===== config.mk =====
export PLATFORM = sky130hd
export DESIGN_NAME = axi_rd_arbiter_2to1_flat
export DESIGN_NICKNAME = d
export VERILOG_FILES = /design/src/rtl/axi_rd_arbiter_2to1_pkg.sv /design/src/rtl/axi_rd_arbiter_2to1_if.sv /design/src/rtl/axi_rd_arbiter_2to1_rr_arb2.sv /design/src/rtl/axi_rd_arbiter_2to1.sv /design/src/flat_wrapper.sv
export SDC_FILE = /design/constraint.sdc
export NUM_CORES = 1
export LEC_CHECK = 0
export CAP_MARGIN = 20
export CELL_PAD_IN_SITES_DETAIL_PLACEMENT = 0
export CELL_PAD_IN_SITES_GLOBAL_PLACEMENT = 1
export CORE_AREA = 2 2 146 148
export DETAILED_ROUTE_END_ITERATION = 7
export DIE_AREA = 0 0 148 150
export PLACE_DENSITY = 0.69
export SETUP_SLACK_MARGIN = 0.15
export SLEW_MARGIN = 10
export SYNTH_ARGS = -nofsm -noshare
export SYNTH_HDL_FRONTEND = slang
export SYNTH_SLANG_ARGS = --single-unit

===== constraint.sdc =====
create_clock -name clk -period 2.1 [get_ports clk]
set_clock_uncertainty 0.05 [all_clocks]
set_input_delay 0.21 -clock clk [delete_from_list [all_inputs] [get_ports clk]]
set_output_delay 0.21 -clock clk [all_outputs]
set_load 0.02 [all_outputs]

===== src/rtl/axi_rd_arbiter_2to1_pkg.sv =====
// Shared AXI read-channel field widths and arbiter state encoding for the
// 2:1 read arbiter between instruction fetch and the L1 data cache.
package vex_axi_pkg;

  localparam int LEN_W   = 8;
  localparam int SIZE_W  = 3;
  localparam int BURST_W = 2;
  localparam int CACHE_W = 4;
  localparam int PROT_W  = 3;
  localparam int RESP_W  = 2;

  typedef enum logic [1:0] {
    IDLE = 2'd0,
    ADDR = 2'd1,
    DATA = 2'd2
  } arb_state_t;

  // A beat is mis-framed when rlast disagrees with the remaining-beat count.
  function automatic logic beat_len_err(input logic rlast, input logic [LEN_W-1:0] beat_left);
    logic err;
    if (rlast) begin
      err = (beat_left != {LEN_W{1'b0}});
    end else begin
      err = (beat_left == {LEN_W{1'b0}});
    end
    return err;
  endfunction

endpackage


===== src/rtl/axi_rd_arbiter_2to1_if.sv =====
// AXI4 read address/data channel bundle. "master" drives AR and rready,
// "slave" drives arready and the R payload.
interface axi_rd_arbiter_2to1_if
  import vex_axi_pkg::*;
#(
  parameter int ADDR_W = 32,
  parameter int DATA_W = 64
);

  logic               arvalid;
  logic               arready;
  logic [ADDR_W-1:0]  araddr;
  logic [LEN_W-1:0]   arlen;
  logic [SIZE_W-1:0]  arsize;
  logic [BURST_W-1:0] arburst;
  logic [CACHE_W-1:0] arcache;
  logic [PROT_W-1:0]  arprot;

  logic               rvalid;
  logic               rready;
  logic [DATA_W-1:0]  rdata;
  logic [RESP_W-1:0]  rresp;
  logic               rlast;

  modport master (
    output arvalid, araddr, arlen, arsize, arburst, arcache, arprot, rready,
    input  arready, rvalid, rdata, rresp, rlast
  );

  modport slave (
    input  arvalid, araddr, arlen, arsize, arburst, arcache, arprot, rready,
    output arready, rvalid, rdata, rresp, rlast
  );

endinterface


===== src/rtl/axi_rd_arbiter_2to1_rr_arb2.sv =====
// Two-requester round-robin picker. Holds the favoured-requester pointer,
// which the owner advances with an explicit update strobe.
module rr_arb2 (
  input  logic       clk,
  input  logic       reset,
  input  logic [1:0] req_i,
  input  logic       upd_i,
  input  logic       upd_ptr_i,
  output logic [1:0] win_oh_o,
  output logic       win_idx_o
);

  logic rr_ptr_q;
  logic rr_ptr_d;

  // Winner selection: a lone requester wins, a tie goes to the pointer.
  always_comb begin
    win_idx_o = 1'b0;
    win_oh_o  = 2'b00;
    case (req_i)
      2'b01: begin
        win_idx_o = 1'b0;
        win_oh_o  = 2'b01;
      end
      2'b10: begin
        win_idx_o = 1'b1;
        win_oh_o  = 2'b10;
      end
      2'b11: begin
        win_idx_o = rr_ptr_q;
        win_oh_o  = rr_ptr_q ? 2'b10 : 2'b01;
      end
      default: begin
        win_idx_o = 1'b0;
        win_oh_o  = 2'b00;
      end
    endcase
  end

  // Pointer next-state.
  always_comb begin
    if (upd_i) begin
      rr_ptr_d = upd_ptr_i;
    end else begin
      rr_ptr_d = rr_ptr_q;
    end
  end

  // Pointer register; requester 0 is favoured out of reset.
  always_ff @(posedge clk or posedge reset) begin
    if (reset) begin
      rr_ptr_q <= 1'b0;
    end else begin
      rr_ptr_q <= rr_ptr_d;
    end
  end

endmodule


===== src/rtl/axi_rd_arbiter_2to1.sv =====
// Shares one AXI4 read port between instruction fetch (s0) and the L1 data
// cache (s1): round-robin grant, a single outstanding burst, R routed to the owner.
module axi_rd_arbiter_2to1
  import vex_axi_pkg::*;
#(
  parameter int ADDR_W = 32,
  parameter int DATA_W = 64
) (
  input  logic                         clk,
  input  logic                         reset,
  axi_rd_arbiter_2to1_if.slave         s0_if,
  axi_rd_arbiter_2to1_if.slave         s1_if,
  axi_rd_arbiter_2to1_if.master        m_if,
  output logic                         err_len_o,
  output logic                         busy_o
);

  localparam logic [1:0] ST_IDLE = IDLE;
  localparam logic [1:0] ST_ADDR = ADDR;
  localparam logic [1:0] ST_DATA = DATA;

  logic [1:0]       state_q, state_d;
  logic             gnt_q, gnt_d;
  logic [LEN_W-1:0] beat_left_q, beat_left_d;
  logic             err_len_q, err_len_d;
  logic             busy_q, busy_d;

  logic [1:0]       req_s;
  logic [1:0]       win_oh_s;
  logic             win_idx_s;
  logic             any_req_s;
  logic             upd_s;
  logic             in_addr_s;
  logic             in_data_s;
  logic             ar_hs_s;
  logic             r_hs_s;

  logic               sel_arvalid_s;
  logic [ADDR_W-1:0]  sel_araddr_s;
  logic [LEN_W-1:0]   sel_arlen_s;
  logic [SIZE_W-1:0]  sel_arsize_s;
  logic [BURST_W-1:0] sel_arburst_s;
  logic [CACHE_W-1:0] sel_arcache_s;
  logic [PROT_W-1:0]  sel_arprot_s;
  logic               sel_rready_s;
  logic [DATA_W-1:0]  rdata_s;

  assign req_s     = {s1_if.arvalid, s0_if.arvalid};
  assign any_req_s = |win_oh_s;
  assign in_addr_s = (state_q == ST_ADDR);
  assign in_data_s = (state_q == ST_DATA);

  rr_arb2 u_rr_arb2 (
    .clk       (clk),
    .reset     (reset),
    .req_i     (req_s),
    .upd_i     (upd_s),
    .upd_ptr_i (~gnt_q),
    .win_oh_o  (win_oh_s),
    .win_idx_o (win_idx_s)
  );

  // AR field and rready selection from the registered grant.
  always_comb begin
    if (gnt_q) begin
      sel_arvalid_s = s1_if.arvalid;
      sel_araddr_s  = s1_if.araddr;
      sel_arlen_s   = s1_if.arlen;
      sel_arsize_s  = s1_if.arsize;
      sel_arburst_s = s1_if.arburst;
      sel_arcache_s = s1_if.arcache;
      sel_arprot_s  = s1_if.arprot;
      sel_rready_s  = s1_if.rready;
    end else begin
      sel_arvalid_s = s0_if.arvalid;
      sel_araddr_s  = s0_if.araddr;
      sel_arlen_s   = s0_if.arlen;
      sel_arsize_s  = s0_if.arsize;
      sel_arburst_s = s0_if.arburst;
      sel_arcache_s = s0_if.arcache;
      sel_arprot_s  = s0_if.arprot;
      sel_rready_s  = s0_if.rready;
    end
  end

  assign ar_hs_s = in_addr_s & sel_arvalid_s & m_if.arready;
  assign r_hs_s  = in_data_s & m_if.rvalid & sel_rready_s;

  // Withdrawn arvalid in ADDR simply drops m_arvalid, so nothing is issued.
  assign m_if.arvalid = in_addr_s & sel_arvalid_s;
  assign m_if.araddr  = sel_araddr_s;
  assign m_if.arlen   = sel_arlen_s;
  assign m_if.arsize  = sel_arsize_s;
  assign m_if.arburst = sel_arburst_s;
  assign m_if.arcache = sel_arcache_s;
  assign m_if.arprot  = sel_arprot_s;
  assign s0_if.arready = in_addr_s & ~gnt_q & m_if.arready;
  assign s1_if.arready = in_addr_s &  gnt_q & m_if.arready;

  // Stray memory beats outside DATA are neither accepted nor forwarded.
  assign m_if.rready  = in_data_s & sel_rready_s;
  assign rdata_s      = m_if.rdata;
  assign s0_if.rvalid = in_data_s & ~gnt_q & m_if.rvalid;
  assign s1_if.rvalid = in_data_s &  gnt_q & m_if.rvalid;
  assign s0_if.rdata  = rdata_s;
  assign s1_if.rdata  = rdata_s;
  assign s0_if.rresp  = m_if.rresp;
  assign s1_if.rresp  = m_if.rresp;
  assign s0_if.rlast  = m_if.rlast;
  assign s1_if.rlast  = m_if.rlast;

  // FSM, beat counter and sticky framing error; the burst ends only on rlast.
  always_comb begin
    state_d     = state_q;
    gnt_d       = gnt_q;
    beat_left_d = beat_left_q;
    err_len_d   = err_len_q;
    upd_s       = 1'b0;
    case (state_q)
      ST_IDLE: begin
        if (any_req_s) begin
          state_d = ST_ADDR;
          gnt_d   = win_idx_s;
        end else begin
          state_d = ST_IDLE;
        end
      end
      ST_ADDR: begin
        if (ar_hs_s) begin
          beat_left_d = sel_arlen_s;
          state_d     = ST_DATA;
        end else begin
          state_d = ST_ADDR;
        end
      end
      ST_DATA: begin
        if (r_hs_s) begin
          if (beat_len_err(m_if.rlast, beat_left_q)) begin
            err_len_d = 1'b1;
          end else begin
            err_len_d = err_len_q;
          end
          if (beat_left_q != 8'd0) begin
            beat_left_d = beat_left_q - 8'd1;
          end else begin
            beat_left_d = beat_left_q;
          end
          if (m_if.rlast) begin
            state_d = ST_IDLE;
            upd_s   = 1'b1;
          end else begin
            state_d = ST_DATA;
          end
        end else begin
          state_d = ST_DATA;
        end
      end
      default: begin
        state_d = ST_IDLE;
      end
    endcase
    busy_d = (state_d != ST_IDLE);
  end

  // State registers; reset abandons any in-flight burst.
  always_ff @(posedge clk or posedge reset) begin
    if (reset) begin
      state_q     <= ST_IDLE;
      gnt_q       <= 1'b0;
      beat_left_q <= 8'd0;
      err_len_q   <= 1'b0;
      busy_q      <= 1'b0;
    end else begin
      state_q     <= state_d;
      gnt_q       <= gnt_d;
      beat_left_q <= beat_left_d;
      err_len_q   <= err_len_d;
      busy_q      <= busy_d;
    end
  end

  assign err_len_o = err_len_q;
  assign busy_o    = busy_q;

endmodule


===== src/flat_wrapper.sv =====
// flat-port wrapper written by rule: the top's interface ports become plain ports
module axi_rd_arbiter_2to1_flat import vex_axi_pkg::*;
#(
  parameter int ADDR_W = 32,
  parameter int DATA_W = 64
)
  (clk, reset, err_len_o, busy_o, s0_if_arvalid, s0_if_araddr, s0_if_arlen, s0_if_arsize, s0_if_arburst, s0_if_arcache, s0_if_arprot, s0_if_rready, s0_if_arready, s0_if_rvalid, s0_if_rdata, s0_if_rresp, s0_if_rlast, s1_if_arvalid, s1_if_araddr, s1_if_arlen, s1_if_arsize, s1_if_arburst, s1_if_arcache, s1_if_arprot, s1_if_rready, s1_if_arready, s1_if_rvalid, s1_if_rdata, s1_if_rresp, s1_if_rlast, m_if_arvalid, m_if_araddr, m_if_arlen, m_if_arsize, m_if_arburst, m_if_arcache, m_if_arprot, m_if_rready, m_if_arready, m_if_rvalid, m_if_rdata, m_if_rresp, m_if_rlast);
  axi_rd_arbiter_2to1_if #(.ADDR_W(ADDR_W), .DATA_W(DATA_W)) s0_if_i ();
  axi_rd_arbiter_2to1_if #(.ADDR_W(ADDR_W), .DATA_W(DATA_W)) s1_if_i ();
  axi_rd_arbiter_2to1_if #(.ADDR_W(ADDR_W), .DATA_W(DATA_W)) m_if_i ();
  input  logic clk;
  input  logic reset;
  output logic err_len_o;
  output logic busy_o;
  input wire logic [$bits(s0_if_i.arvalid)-1:0] s0_if_arvalid;
  input wire logic [$bits(s0_if_i.araddr)-1:0] s0_if_araddr;
  input wire logic [$bits(s0_if_i.arlen)-1:0] s0_if_arlen;
  input wire logic [$bits(s0_if_i.arsize)-1:0] s0_if_arsize;
  input wire logic [$bits(s0_if_i.arburst)-1:0] s0_if_arburst;
  input wire logic [$bits(s0_if_i.arcache)-1:0] s0_if_arcache;
  input wire logic [$bits(s0_if_i.arprot)-1:0] s0_if_arprot;
  input wire logic [$bits(s0_if_i.rready)-1:0] s0_if_rready;
  output wire logic [$bits(s0_if_i.arready)-1:0] s0_if_arready;
  output wire logic [$bits(s0_if_i.rvalid)-1:0] s0_if_rvalid;
  output wire logic [$bits(s0_if_i.rdata)-1:0] s0_if_rdata;
  output wire logic [$bits(s0_if_i.rresp)-1:0] s0_if_rresp;
  output wire logic [$bits(s0_if_i.rlast)-1:0] s0_if_rlast;
  input wire logic [$bits(s1_if_i.arvalid)-1:0] s1_if_arvalid;
  input wire logic [$bits(s1_if_i.araddr)-1:0] s1_if_araddr;
  input wire logic [$bits(s1_if_i.arlen)-1:0] s1_if_arlen;
  input wire logic [$bits(s1_if_i.arsize)-1:0] s1_if_arsize;
  input wire logic [$bits(s1_if_i.arburst)-1:0] s1_if_arburst;
  input wire logic [$bits(s1_if_i.arcache)-1:0] s1_if_arcache;
  input wire logic [$bits(s1_if_i.arprot)-1:0] s1_if_arprot;
  input wire logic [$bits(s1_if_i.rready)-1:0] s1_if_rready;
  output wire logic [$bits(s1_if_i.arready)-1:0] s1_if_arready;
  output wire logic [$bits(s1_if_i.rvalid)-1:0] s1_if_rvalid;
  output wire logic [$bits(s1_if_i.rdata)-1:0] s1_if_rdata;
  output wire logic [$bits(s1_if_i.rresp)-1:0] s1_if_rresp;
  output wire logic [$bits(s1_if_i.rlast)-1:0] s1_if_rlast;
  output wire logic [$bits(m_if_i.arvalid)-1:0] m_if_arvalid;
  output wire logic [$bits(m_if_i.araddr)-1:0] m_if_araddr;
  output wire logic [$bits(m_if_i.arlen)-1:0] m_if_arlen;
  output wire logic [$bits(m_if_i.arsize)-1:0] m_if_arsize;
  output wire logic [$bits(m_if_i.arburst)-1:0] m_if_arburst;
  output wire logic [$bits(m_if_i.arcache)-1:0] m_if_arcache;
  output wire logic [$bits(m_if_i.arprot)-1:0] m_if_arprot;
  output wire logic [$bits(m_if_i.rready)-1:0] m_if_rready;
  input wire logic [$bits(m_if_i.arready)-1:0] m_if_arready;
  input wire logic [$bits(m_if_i.rvalid)-1:0] m_if_rvalid;
  input wire logic [$bits(m_if_i.rdata)-1:0] m_if_rdata;
  input wire logic [$bits(m_if_i.rresp)-1:0] m_if_rresp;
  input wire logic [$bits(m_if_i.rlast)-1:0] m_if_rlast;
  assign s0_if_i.arvalid = s0_if_arvalid;
  assign s0_if_i.araddr = s0_if_araddr;
  assign s0_if_i.arlen = s0_if_arlen;
  assign s0_if_i.arsize = s0_if_arsize;
  assign s0_if_i.arburst = s0_if_arburst;
  assign s0_if_i.arcache = s0_if_arcache;
  assign s0_if_i.arprot = s0_if_arprot;
  assign s0_if_i.rready = s0_if_rready;
  assign s0_if_arready = s0_if_i.arready;
  assign s0_if_rvalid = s0_if_i.rvalid;
  assign s0_if_rdata = s0_if_i.rdata;
  assign s0_if_rresp = s0_if_i.rresp;
  assign s0_if_rlast = s0_if_i.rlast;
  assign s1_if_i.arvalid = s1_if_arvalid;
  assign s1_if_i.araddr = s1_if_araddr;
  assign s1_if_i.arlen = s1_if_arlen;
  assign s1_if_i.arsize = s1_if_arsize;
  assign s1_if_i.arburst = s1_if_arburst;
  assign s1_if_i.arcache = s1_if_arcache;
  assign s1_if_i.arprot = s1_if_arprot;
  assign s1_if_i.rready = s1_if_rready;
  assign s1_if_arready = s1_if_i.arready;
  assign s1_if_rvalid = s1_if_i.rvalid;
  assign s1_if_rdata = s1_if_i.rdata;
  assign s1_if_rresp = s1_if_i.rresp;
  assign s1_if_rlast = s1_if_i.rlast;
  assign m_if_arvalid = m_if_i.arvalid;
  assign m_if_araddr = m_if_i.araddr;
  assign m_if_arlen = m_if_i.arlen;
  assign m_if_arsize = m_if_i.arsize;
  assign m_if_arburst = m_if_i.arburst;
  assign m_if_arcache = m_if_i.arcache;
  assign m_if_arprot = m_if_i.arprot;
  assign m_if_rready = m_if_i.rready;
  assign m_if_i.arready = m_if_arready;
  assign m_if_i.rvalid = m_if_rvalid;
  assign m_if_i.rdata = m_if_rdata;
  assign m_if_i.rresp = m_if_rresp;
  assign m_if_i.rlast = m_if_rlast;
  axi_rd_arbiter_2to1 #(.ADDR_W(ADDR_W), .DATA_W(DATA_W)) u_core (.clk(clk), .reset(reset), .s0_if(s0_if_i), .s1_if(s1_if_i), .m_if(m_if_i), .err_len_o(err_len_o), .busy_o(busy_o));
endmodule

# ---- Word-level counts from Yosys, hierarchy flattened
# Cells that the tools add are included.
# W data, S select, Z words.
dict set report totals {
  word_cells 64
  romBits 0
  out_inout_bits 194
  memories 0
  reg_bits 14
  latch_bits 0
  mem_bits_rw 0
}
dict set report classes {
  addsub 1
  n_div 0
  n_mux 26
  n_eq_ne 8
  n_mul 0
  bitwise 14
  reduce_logical 9
  magnitude_cmp 0
  shifts 0
}
# op count
set op_table {}
lappend op_table {{$mux W32} 1}
lappend op_table {{$mux W8} 4}
lappend op_table {{$pmux W8 S2} 1}
lappend op_table {{$and A1 B1 Y1} 13}
lappend op_table {{$pmux W2 S3} 2}
lappend op_table {{$mux W2} 5}
lappend op_table {{$mux W1} 9}
lappend op_table {{$logic_not A8 Y1} 1}
lappend op_table {{$reduce_bool A8 Y1} 1}
lappend op_table {{$sub A8 B1 Y8 const B} 1}
lappend op_table {{$eq A2 B2 Y1 const B} 3}
lappend op_table {{$mux W3} 2}
lappend op_table {{$ne A2 B2 Y1 const B} 3}
lappend op_table {{$eq A2 B1 Y1 const B} 2}
lappend op_table {{$mux W4} 1}
lappend op_table {{$reduce_and A4 Y1} 1}
lappend op_table {{$reduce_bool A2 Y1} 2}
lappend op_table {{$reduce_and A3 Y1} 1}
lappend op_table {{$logic_not A2 Y1} 1}
lappend op_table {{$pmux W1 S2} 1}
lappend op_table {{$reduce_and A2 Y1} 1}
lappend op_table {{$reduce_or A2 Y1} 1}
lappend op_table {{$not A1 Y1} 1}

# ---- Longest topological paths before layout
# Gate-level depths: netlist (run 1).
dict set report depth {
  word_depth 6
  mapped_depth 7
}

# ---- Cells and area by module
# Synthesis (run 1) repeated with hierarchy kept, for this count alone.
dict set report unflattened {
  hier_cells 297
  area_unflattened_um2 2537.4
}
# module seq_area_each_um2 area_each_um2 n_inst cells_per_inst
set by_module_without_submodules {}
lappend by_module_without_submodules {axi_rd_arbiter_2to1 325.3 2473.6 1 289}
lappend by_module_without_submodules {rr_arb2 25.0 63.8 1 8}

# ---- Worst setup path after synthesis (run 1)
# Ideal clock, no wire load.
dict set report synth_path {
  path_type {flip-flop to flip-flop}
  startpoint {reg u_core.beat_left_q[0]}
  endpoint {reg u_core.beat_left_q[2]}
  arrival_ns 1.680
  setup_ns 0.127
  path_buffers 0
  slack_ns 0.244
  t_required_ns 1.923
  stages_incl_launch_ff 7
  period_less_slack_ns 1.856
  path_cell_list {dfrtp_1 > inv_1 > ha_1 > or3b_2 > o211ai_4 > a21oi_1 > o2bb2a_1}
}
dict set report synth_between {
  elab_chain_cells 4
}
# element line_no
set synth_lines {}
lappend synth_lines {{start: declaration} axi_rd_arbiter_2to1.sv:24} ;# logic [LEN_W-1:0] beat_left_q, beat_left_d;
lappend synth_lines {{start signal: assignment} axi_rd_arbiter_2to1.sv:176} ;# beat_left_q <= beat_left_d;
lappend synth_lines {{$sub A8 B1 Y8} axi_rd_arbiter_2to1.sv:144} ;# beat_left_d = beat_left_q - 8'd1;
lappend synth_lines {{$mux W8} axi_rd_arbiter_2to1.sv:143} ;# if (beat_left_q != 8'd0) begin
lappend synth_lines {{$mux W8} axi_rd_arbiter_2to1.sv:137} ;# if (r_hs_s) begin
lappend synth_lines {{$pmux W8 S2} axi_rd_arbiter_2to1.sv:119} ;# case (state_q)
# Several ways; a longest one is shown, not always the timed one. The select of a mux whose other input is x is not followed.
# A chain may end at the register's enable or synchronous reset.

# ---- Worst setup path in the final report (run 1)
dict set report layout_path {
  startpoint {reg u_core.gnt_q}
  endpoint {out m_if_araddr[19]}
}
dict set report layout_between {
  elab_chain_cells 1
}
# element line_no
set layout_lines {}
lappend layout_lines {{start: declaration} axi_rd_arbiter_2to1.sv:23} ;# logic gnt_q, gnt_d;
lappend layout_lines {{start signal: assignment} axi_rd_arbiter_2to1.sv:175} ;# gnt_q <= gnt_d;
lappend layout_lines {{$mux W32} axi_rd_arbiter_2to1.sv:65} ;# if (gnt_q) begin
lappend layout_lines {{end: declaration} flat_wrapper.sv:42} ;# output wire logic [$bits(m_if_i.araddr)-1:0] m_if_araddr;
# Every way passes these cells.

==> qor.csv, run 1 <==
metric;value;unit
status;completed;
multiInputGateArea;1090;um^2
seqCellArea;352;um^2
min_path_type;in2async;
dp_cells;614;
final_nets;527;
critPathArrivalTime;1650;ps
drive_gt1_share;23.5;%
period_share;90.9;%
synth_top_family_by_area;buffers and inverters;
final_util;18.1;%
drc;0;
cts_max_path_buffers;2;
area_growth;48.6;%
rrSetupSlack;230;ps
path_class;reg2out;
clock_sinks;14;
ys_async_sr_fraction;100;%
globalRoute.totalOverflow;0;
routed_wirelength;8760;um
setup.worst_path.end_class;output pin;
synth_cell_types;37;
cts_tree;yes;
diodes;0;
dpl.hpwl;7150;um
synth_edf_count;0;
synth_compound_area_share;8.36;%
ys_ff_latch;14;
grt_pass1_vias;2003;
ant_nets;0;
n_fill_cell;2314;
period_minus_slack;1910;ps
yosysSeqAreaShare;13.9;%
synthSimpleGateAreaFrac;8.76;%
core;20700;um^2
drv_slew;0;
layout_commonest_cell;clkdlybuf4s50_1;
fin_cells;620;
num_vias;2027;
synth_nets;476;
critPathMaxFanout;14;
timing.setup.tns;0;ps
grt_max_degree;28;
grt_pass1_wl;11600;um
synth_xor_area_share;0.348;%
syn_area;2510;um^2
dr.first_iter.drc_count;82;
rsz0062_at_grt;yes;
die_y;150;um
final-setup-viol-count;0;
rows;53;
yosys_most_used_dff;dfrtp_1;
cp.required;1840;ps
grt_use_total;6.90;%
syn-mean-instance-area;8.53;um^2
synth.area.mux_share;24.9;%
slew_headroom;58.5;%
viasPerCell;3.27;
drv_cap;0;
antenna_found_initial;2;
ys_warn_count;0;
peakVddDrop;0.000224;V
power_density;973;nW/um^2
ctsRootBufferMaster;clkbuf_16;
die_w;148;um
cts_max_level;1;
leakage;0.00152;uW
finalWeightedCongestion;0.739;
fmax;524;MHz
clkLatencyLatePin;240;ps
final_hold_viol_count;0;
firstDrtPassIters;4;
numCtsBuffers;3;
floorplan.initialDensity;12.2;%
path_clk_slew;50;ps
worst_slew_pin_slew;621;ps
avgRoutedWirePerCell;14.1;um
most-common-layout-cells;clkdlybuf4s50_1, mux2_2, dlygate4sd2_1;
die_area;22200;um^2
synth_fa_ha_area_share;0.995;%
start_kind;register;
io_buffers;174;
synthesis.instances;295;
io_pins;373;
==> kinds of logic after synthesis <==
family	after synthesis
flops	14
mux	56
buf+inv	149
compound gates	30
fa+ha+maj	2
simple gates	43
xor+xnor	1
==> per-stage QoR <==
stage	instance area, um^2	total power (uW)	hold WS (ps)	worst slack, ps
after floorplan	2510	2450	49.2	244
after global placement	3670	3440	370	153
after detailed placement	3670	3430	370	119
after CTS	3700	3620	331	164
after global routing	3740	3890	359	129
final	3740	3640	303	192
==> state kept, by name, indices dropped and copies added, names as in the netlist <==
signal,cells
u_core.err_len_o,1
u_core.beat_left_q,8
u_core.state_q,2
u_core.u_rr_arb2.rr_ptr_q,1
u_core.gnt_q,1
u_core.busy_o,1
==> worst max-delay path, cell delays in order (launching register included) <==
cell and delay [ps]:
dfrtp_2 410, buf_12 170, buf_4 160, mux2_2 330, dlygate4sd2_1 320
==> power by group <==
part           switching [uW]  internal (uW)  leakage [uW]  total [uW]
sequential                145            406      0.000157         551
combinational            1310           1370       0.00132        2680
clock                     116            289     0.0000442         405
==> layout make-up <==
type	instances	share of cell area, %
multi-input combinational	132	29.3
sequential	14	9.41
timing repair buffer	191	49.3
tap	275	9.21
clock buffer	4	2.38
inverter	4	0.402
==> Yosys cell counts, types with 3 or more instances <==
cell      count  area (um^2)
a31oi_1       5         31.3
o22a_1        5         43.8
mux2_2       52          586
nor3_1        3         15.0
inv_1         4         15.0
buf_4       135         1010
a21oi_1      10         50.1
nor2_1       21         78.8
clkbuf_1      4         15.0
mux2i_1       3         30.0
dfrtp_1      14          350
nand2_1       4         15.0
buf_2         6         30.0
==> path summary, 6_finish.rpt <==
check | from | cells past startpoint | to
worst max-delay path | u_core.gnt_q | 4 | m_if_araddr[19]
worst min-delay path | reset | 2 | u_core.beat_left_q[5]
worst max register to register | u_core.beat_left_q[0] | 6 | u_core.beat_left_q[2]
worst min register to register | u_core.err_len_o | 1 | u_core.err_len_o
max in group asynchronous | reset | 2 | u_core.gnt_q
min in group clk | m_if_rdata[10] | 0 | s0_if_rdata[10]
==> metal layers <==
layer | part of all wire (%) | global-route usage [%]
met2 | 48 | 11.3
met1 | 35 | 7.02
met5 | 0.24 | 0
met4 | 4.4 | 3.86
met3 | 13 | 3.87
==> what timing repair did <==
action,4_1_cts,5_1_grt
resized for setup,60,6
pin swaps,1,0
cloned,0,1
hold buffers,0,0
setup buffers,1,0
endpoints found under the hold margin,0,0
endpoints found under the setup margin,63,32
(Power assumes the default switching activity.)
==> run 2, diff against run 1 <==
--- a/config.mk
+++ b/config.mk
@@ -13,2 +13,3 @@
 export DIE_AREA = 0 0 148 150
+export GPL_TIMING_DRIVEN = 0
 export PLACE_DENSITY = 0.69
--- a/constraint.sdc
+++ b/constraint.sdc
@@ -4,2 +4,2 @@
 set_output_delay 0.21 -clock clk [all_outputs]
-set_load 0.02 [all_outputs]
+set_load 0.005 [all_outputs]
==> qor.csv, run 2 (synthesis results as in run 1) <==
metric;value;unit
status;completed;
drv_slew;0;
largest_reg_flops;8;
final_nets;808;
globalRoute.totalOverflow;0;
top_regs;u_core.beat_left_q x8, u_core.state_q x2;
finalWeightedCongestion;0.742;
path_class;reg2out;
slew_headroom;57.6;%
final-setup-viol-count;0;
cts_max_path_buffers;2;
worst_slew_pin_slew;635;ps
reg2reg_from;u_core.beat_left_q[3];
antenna_found_initial;0;
die_y;150;um
most-common-layout-cells;clkdlybuf4s50_1, buf_4, mux2_2;
path_cells;buf_8, clkbuf_16, buf_8, buf_6, buf_4, mux2_2, clkbuf_2;
final_util;30.0;%
cts_hold_repair.buffers;0;
startpoint;u_core.gnt_q;
drv_cap;0;
critPathArrivalTime;1680;ps
io_buffers;306;
n_fill_cell;2176;
setup.worst_path.end_class;output pin;
numCtsBuffers;3;
floorplan.initialDensity;12.2;%
avgRoutedWirePerCell;13.2;um
grt_use_total;9.46;%
critPathMaxFanout;5;
worstReg2RegEnd;u_core.beat_left_q[3];
rsz0062_at_grt;yes;
routed_wirelength;11900;um
area_growth;147;%
grt_pass1_wl;16300;um
dp_cells;876;
dpl.hpwl;10300;um
rows;53;
crit_top_cell;buf_8;
cp.required;1840;ps
setup_slack;161;ps
cts_max_level;1;
drc;0;
io_pins;373;
peakVddDrop;0.000263;V
cts_tree;yes;
diodes;0;
die_area;22200;um^2
drive_gt1_share;39.0;%
viasPerCell;3.41;
slowest_stage;dfrtp_1;
rrSetupSlack;250;ps
r2r_cells;5;
core;20700;um^2
grt_max_degree;15;
regMostFlops;u_core.beat_left_q;
min_path_type;in2async;
leakage;0.00277;uW
clkLatencyLatePin;250;ps
place_worst_setup_slack;-701;ps
fmax;516;MHz
dr.first_iter.drc_count;37;
start_kind;register;
clock_sinks;14;
layout_commonest_cell;clkdlybuf4s50_1;
ctsRootBufferMaster;clkbuf_16;
period_share;92.3;%
ant_nets;0;
power;3990;uW
grt_pass1_vias;3003;
num_vias;3066;
power_density;642;nW/um^2
period_minus_slack;1940;ps
firstDrtPassIters;4;
max_stage_delay;380;ps
fin_cells;900;
final_hold_viol_count;0;
crit_end;m_if_araddr[19];
path_clk_slew;50;ps
die_w;148;um
==> run 2: through the flow <==
stage | instance area, um^2 | hold WS [ps] | setup TNS [ps]
after floorplan | 2510 | 49.2 | 0
after global placement | 5920 | 389 | -29490
after detailed placement | 5920 | 397 | -30370
after CTS | 6200 | 328 | 0
after global routing | 6210 | 355 | 0
final | 6210 | 297 | 0
==> run 2: what timing repair did <==
action	in CTS	in global routing
resized for setup	88	44
endpoints found under the setup margin	69	35
pin swaps	1	3
cloned	1	0
buffers inserted	16	4
==> run 2: critical path: cells and delay by family, from the launching register on <==
kind,cells,cell delay [ps]
multiplexers,1,260
flip-flops,1,380
buffers and inverters,6,790
==> run 2: routing by layer <==
layer	vias to the layer above	global-route usage, %	part of all wire (%)
li1	1525	-	-
met1	1355	9.69	34
met2	182	19.2	56
met3	4	2.87	9.5
met4	0	1.14	0.27
met5	-	0	0
==> run 2: worst min-delay path by stage <==
stage,cells past startpoint,to,startpoint
3_3_place_gp,1,u_core.err_len_o,u_core.err_len_o
5_1_grt,2,u_core.beat_left_q[6],reset
3_5_place_dp,1,u_core.err_len_o,u_core.err_len_o
2_1_floorplan,1,u_core.beat_left_q[0],reset
6_report,2,u_core.beat_left_q[6],reset
4_1_cts,2,u_core.busy_o,reset
==> run 2: report_power, final <==
group	leakage (uW)	total, uW	internal [uW]	switching, uW
Combinational	0.00257	3070	1990	1080
Sequential	0.000158	547	406	141
Clock	0.0000370	368	250	118
Total	0.00277	3990	2650	1340
==> run 2: area by class of cell <==
type                            instances  area (um^2)  area share [%]
Timing Repair Buffer                  327         3130            50.5
Buffer                                145         1170            18.9
Multi-Input combinational cell        132         1120            18.0
Sequential cell                        14          352            5.66
Tap cell                              275          344            5.54
Clock buffer                            3         75.1            1.21
Inverter                                4         15.0           0.242
==> run 3, diff against run 2 <==
- SKIP_LAST_GASP: not set -> 1
==> results of run 3 <==
Same layout as run 2: the final DEF is identical, and so are final timing and power.
==> edit: new RTL, config.mk and constraints of run 2 <==
Change the package constant `RESP_W` from 2 to 3.
--- a/src/rtl/axi_rd_arbiter_2to1_pkg.sv
+++ b/src/rtl/axi_rd_arbiter_2to1_pkg.sv
@@ -7,7 +7,7 @@
   localparam int BURST_W = 2;
   localparam int CACHE_W = 4;
   localparam int PROT_W  = 3;
-  localparam int RESP_W  = 2;
+  localparam int RESP_W  = 3;
 
   typedef enum logic [1:0] {
     IDLE = 2'd0,
Interface: changed (resized m_if_rresp, s0_if_rresp and s1_if_rresp); port bits go from 373 to 376. The function was not compared with the original's and may differ.
==> edit against run 2 <==
Die area is the same; area after synthesis rose by 0.60%; final area rose by 1.4%; cell count down 0.56%; wire length is 2.3% higher; via count down 0.72%; synthesized cell count grew 0.68%; sequential cell count did not move; utilization increased by 0.43 points; setup slack got worse by 110 ps; critical endpoint is now m_if_araddr[5]; global-route usage rose by 0.13 points; total power rose by 0.27%.
==> edit: results (changes against run 2) <==
metric,value,unit,change
insertion_delay,250,ps,about the same
routabilityCongestion,0.686,,-7.6%
clkTransAtPathRegs,50,ps,about the same
clock_path_buffers,2,,unchanged
io_buffers,308,,+0.65%
root_buffer,clkbuf_16,,
n_fill_cell,2209,,+1.5%
first_pass_iters,4,,unchanged
grt_pass1_vias,2977,,-0.87%
maxCapViolCount,0,,unchanged
placed_area,5960,um2,+0.59%
yosysWarnings,0,,unchanged
synthArstFlopShare,100,%,unchanged
wl_per_cell,13.6,um,+2.9%
synthTopCellsByCount,"137 x buf_4, 52 x mux2_2, 21 x nor2_1",,
top_regs,"u_core.beat_left_q x8, u_core.state_q x2",,
syn_nets,479,,+0.63%
numCtsBuffers,3,,unchanged
grt_usage,9.59,%,+0.13 points
grt_antenna_before_repair,0,,unchanged
whs,278,ps,-18.6 ps
dpl_worst_slack,-822,ps,-121 ps
ys_seq_area_share,13.8,%,-0.083 points
min_path_type,input port to async pin,,
ys_types,37,,unchanged
hpwl,10.5,mm,+2.3%
nNetsFinal,804,,-0.50%
grt_pass1_wl,16.7,mm,+2.7%
worstReg2RegStart,u_core.gnt_q,,
antenna_cells,0,,unchanged
worstPathMaxFanout,10,,+5
critPathSlowestCell,clkdlybuf4s50_1,,
grt_max_degree,15,,unchanged
layout-drive-gt1-share,37.4,%,-1.6 points
cp.arrival,1790,ps,+110 ps
start_kind,register,,
slowest_delay,450,ps,+70 ps
drt-initial-drc-count,58,,+57%
rrSetupSlack,240,ps,
netlist_top_cells_area,"buf_4 41%, mux2_2 23%, dfrtp_1 14%",,
ir_drop,0.296,mV,+13%
netSwitchingPower,1.34,mW,+0.68%
synthFlopType,dfrtp_1,,
fin_crit_sh,97.4,%,+5.1 points
h-tree-depth,1,,unchanged
crit_family,buffers and inverters,,
status,"finished, final reports clean",,
viasPerCell,3.40,,-0.16%
p_leak,2.87,nW,+3.8%
slew-limit-headroom,60.7,%,+3.0 points
-- edit: worst paths after layout --
path                                               to  cells after the start
worst min register to register       u_core.err_len_o                      1
worst max-delay path                   m_if_araddr[5]                      5
worst min-delay path            u_core.beat_left_q[6]                      2
min in group clk                     u_core.err_len_o                      1
max in group asynchronous       u_core.beat_left_q[3]                      2
worst max register to register  u_core.beat_left_q[3]                      8
-- edit: routing by layer --
metal	global-route usage, %	wire length (um)	vias to the layer above
li1	-	-	1508
met1	11.0	4580	1381
met2	18.5	6530	150
met3	2.10	995	5
met4	1.33	61	0
met5	0	0	-
-- edit: what timing repair did --
item,4_1_cts,5_1_grt
setup endpoints to repair,68,39
gates resized for setup,74,44
buffers inserted,8,3
pin swaps,1,3
gates cloned,1,0
endpoints found under the hold margin,0,0
-- edit: kinds of logic after synthesis --
group | count (synthesis) | share of synthesized area (%)
AOI/OAI and AO/OA | 30 | 8.31
xor gates and xnor gates | 1 | 0.346
adders and majority gates | 2 | 0.989
buffers and inverters | 151 | 43.0
DFF | 14 | 13.8
muxes | 56 | 24.8
and+or+nand+nor | 43 | 8.70
-- edit: stage by stage --
step | setup TNS (ps) | instances | utilization (%)
floorplan | 0 | 297 | -
global placement | -37520 | 880 | 28.8
detailed placement | -37300 | 880 | 28.8
CTS | -8.31 | 892 | 30.0
global route | 0 | 895 | 30.4
finish | 0 | 895 | 30.4
-- edit: power groups by stage --
stage | Clock (mW) | Combinational [mW] | Sequential [mW]
6_report | 0.363 | 3.10 | 0.534
5_1_grt | 0.378 | 3.35 | 0.556
4_1_cts | 0.369 | 3.11 | 0.532
3_5_place_dp | 0 | 2.87 | 0.538
3_3_place_gp | 0 | 2.88 | 0.536
2_1_floorplan | 0 | 1.36 | 0.502
-- edit: area by class of cell --
cell class	count	area, um2	area share, %
Clock buffer	3	75.1	1.19
Buffer	147	1200	19.1
Timing Repair Buffer	320	3180	50.4
Multi-Input combinational cell	132	1130	18.0
Inverter	4	15.0	0.238
Tap cell	275	344	5.46
Sequential cell	14	354	5.62
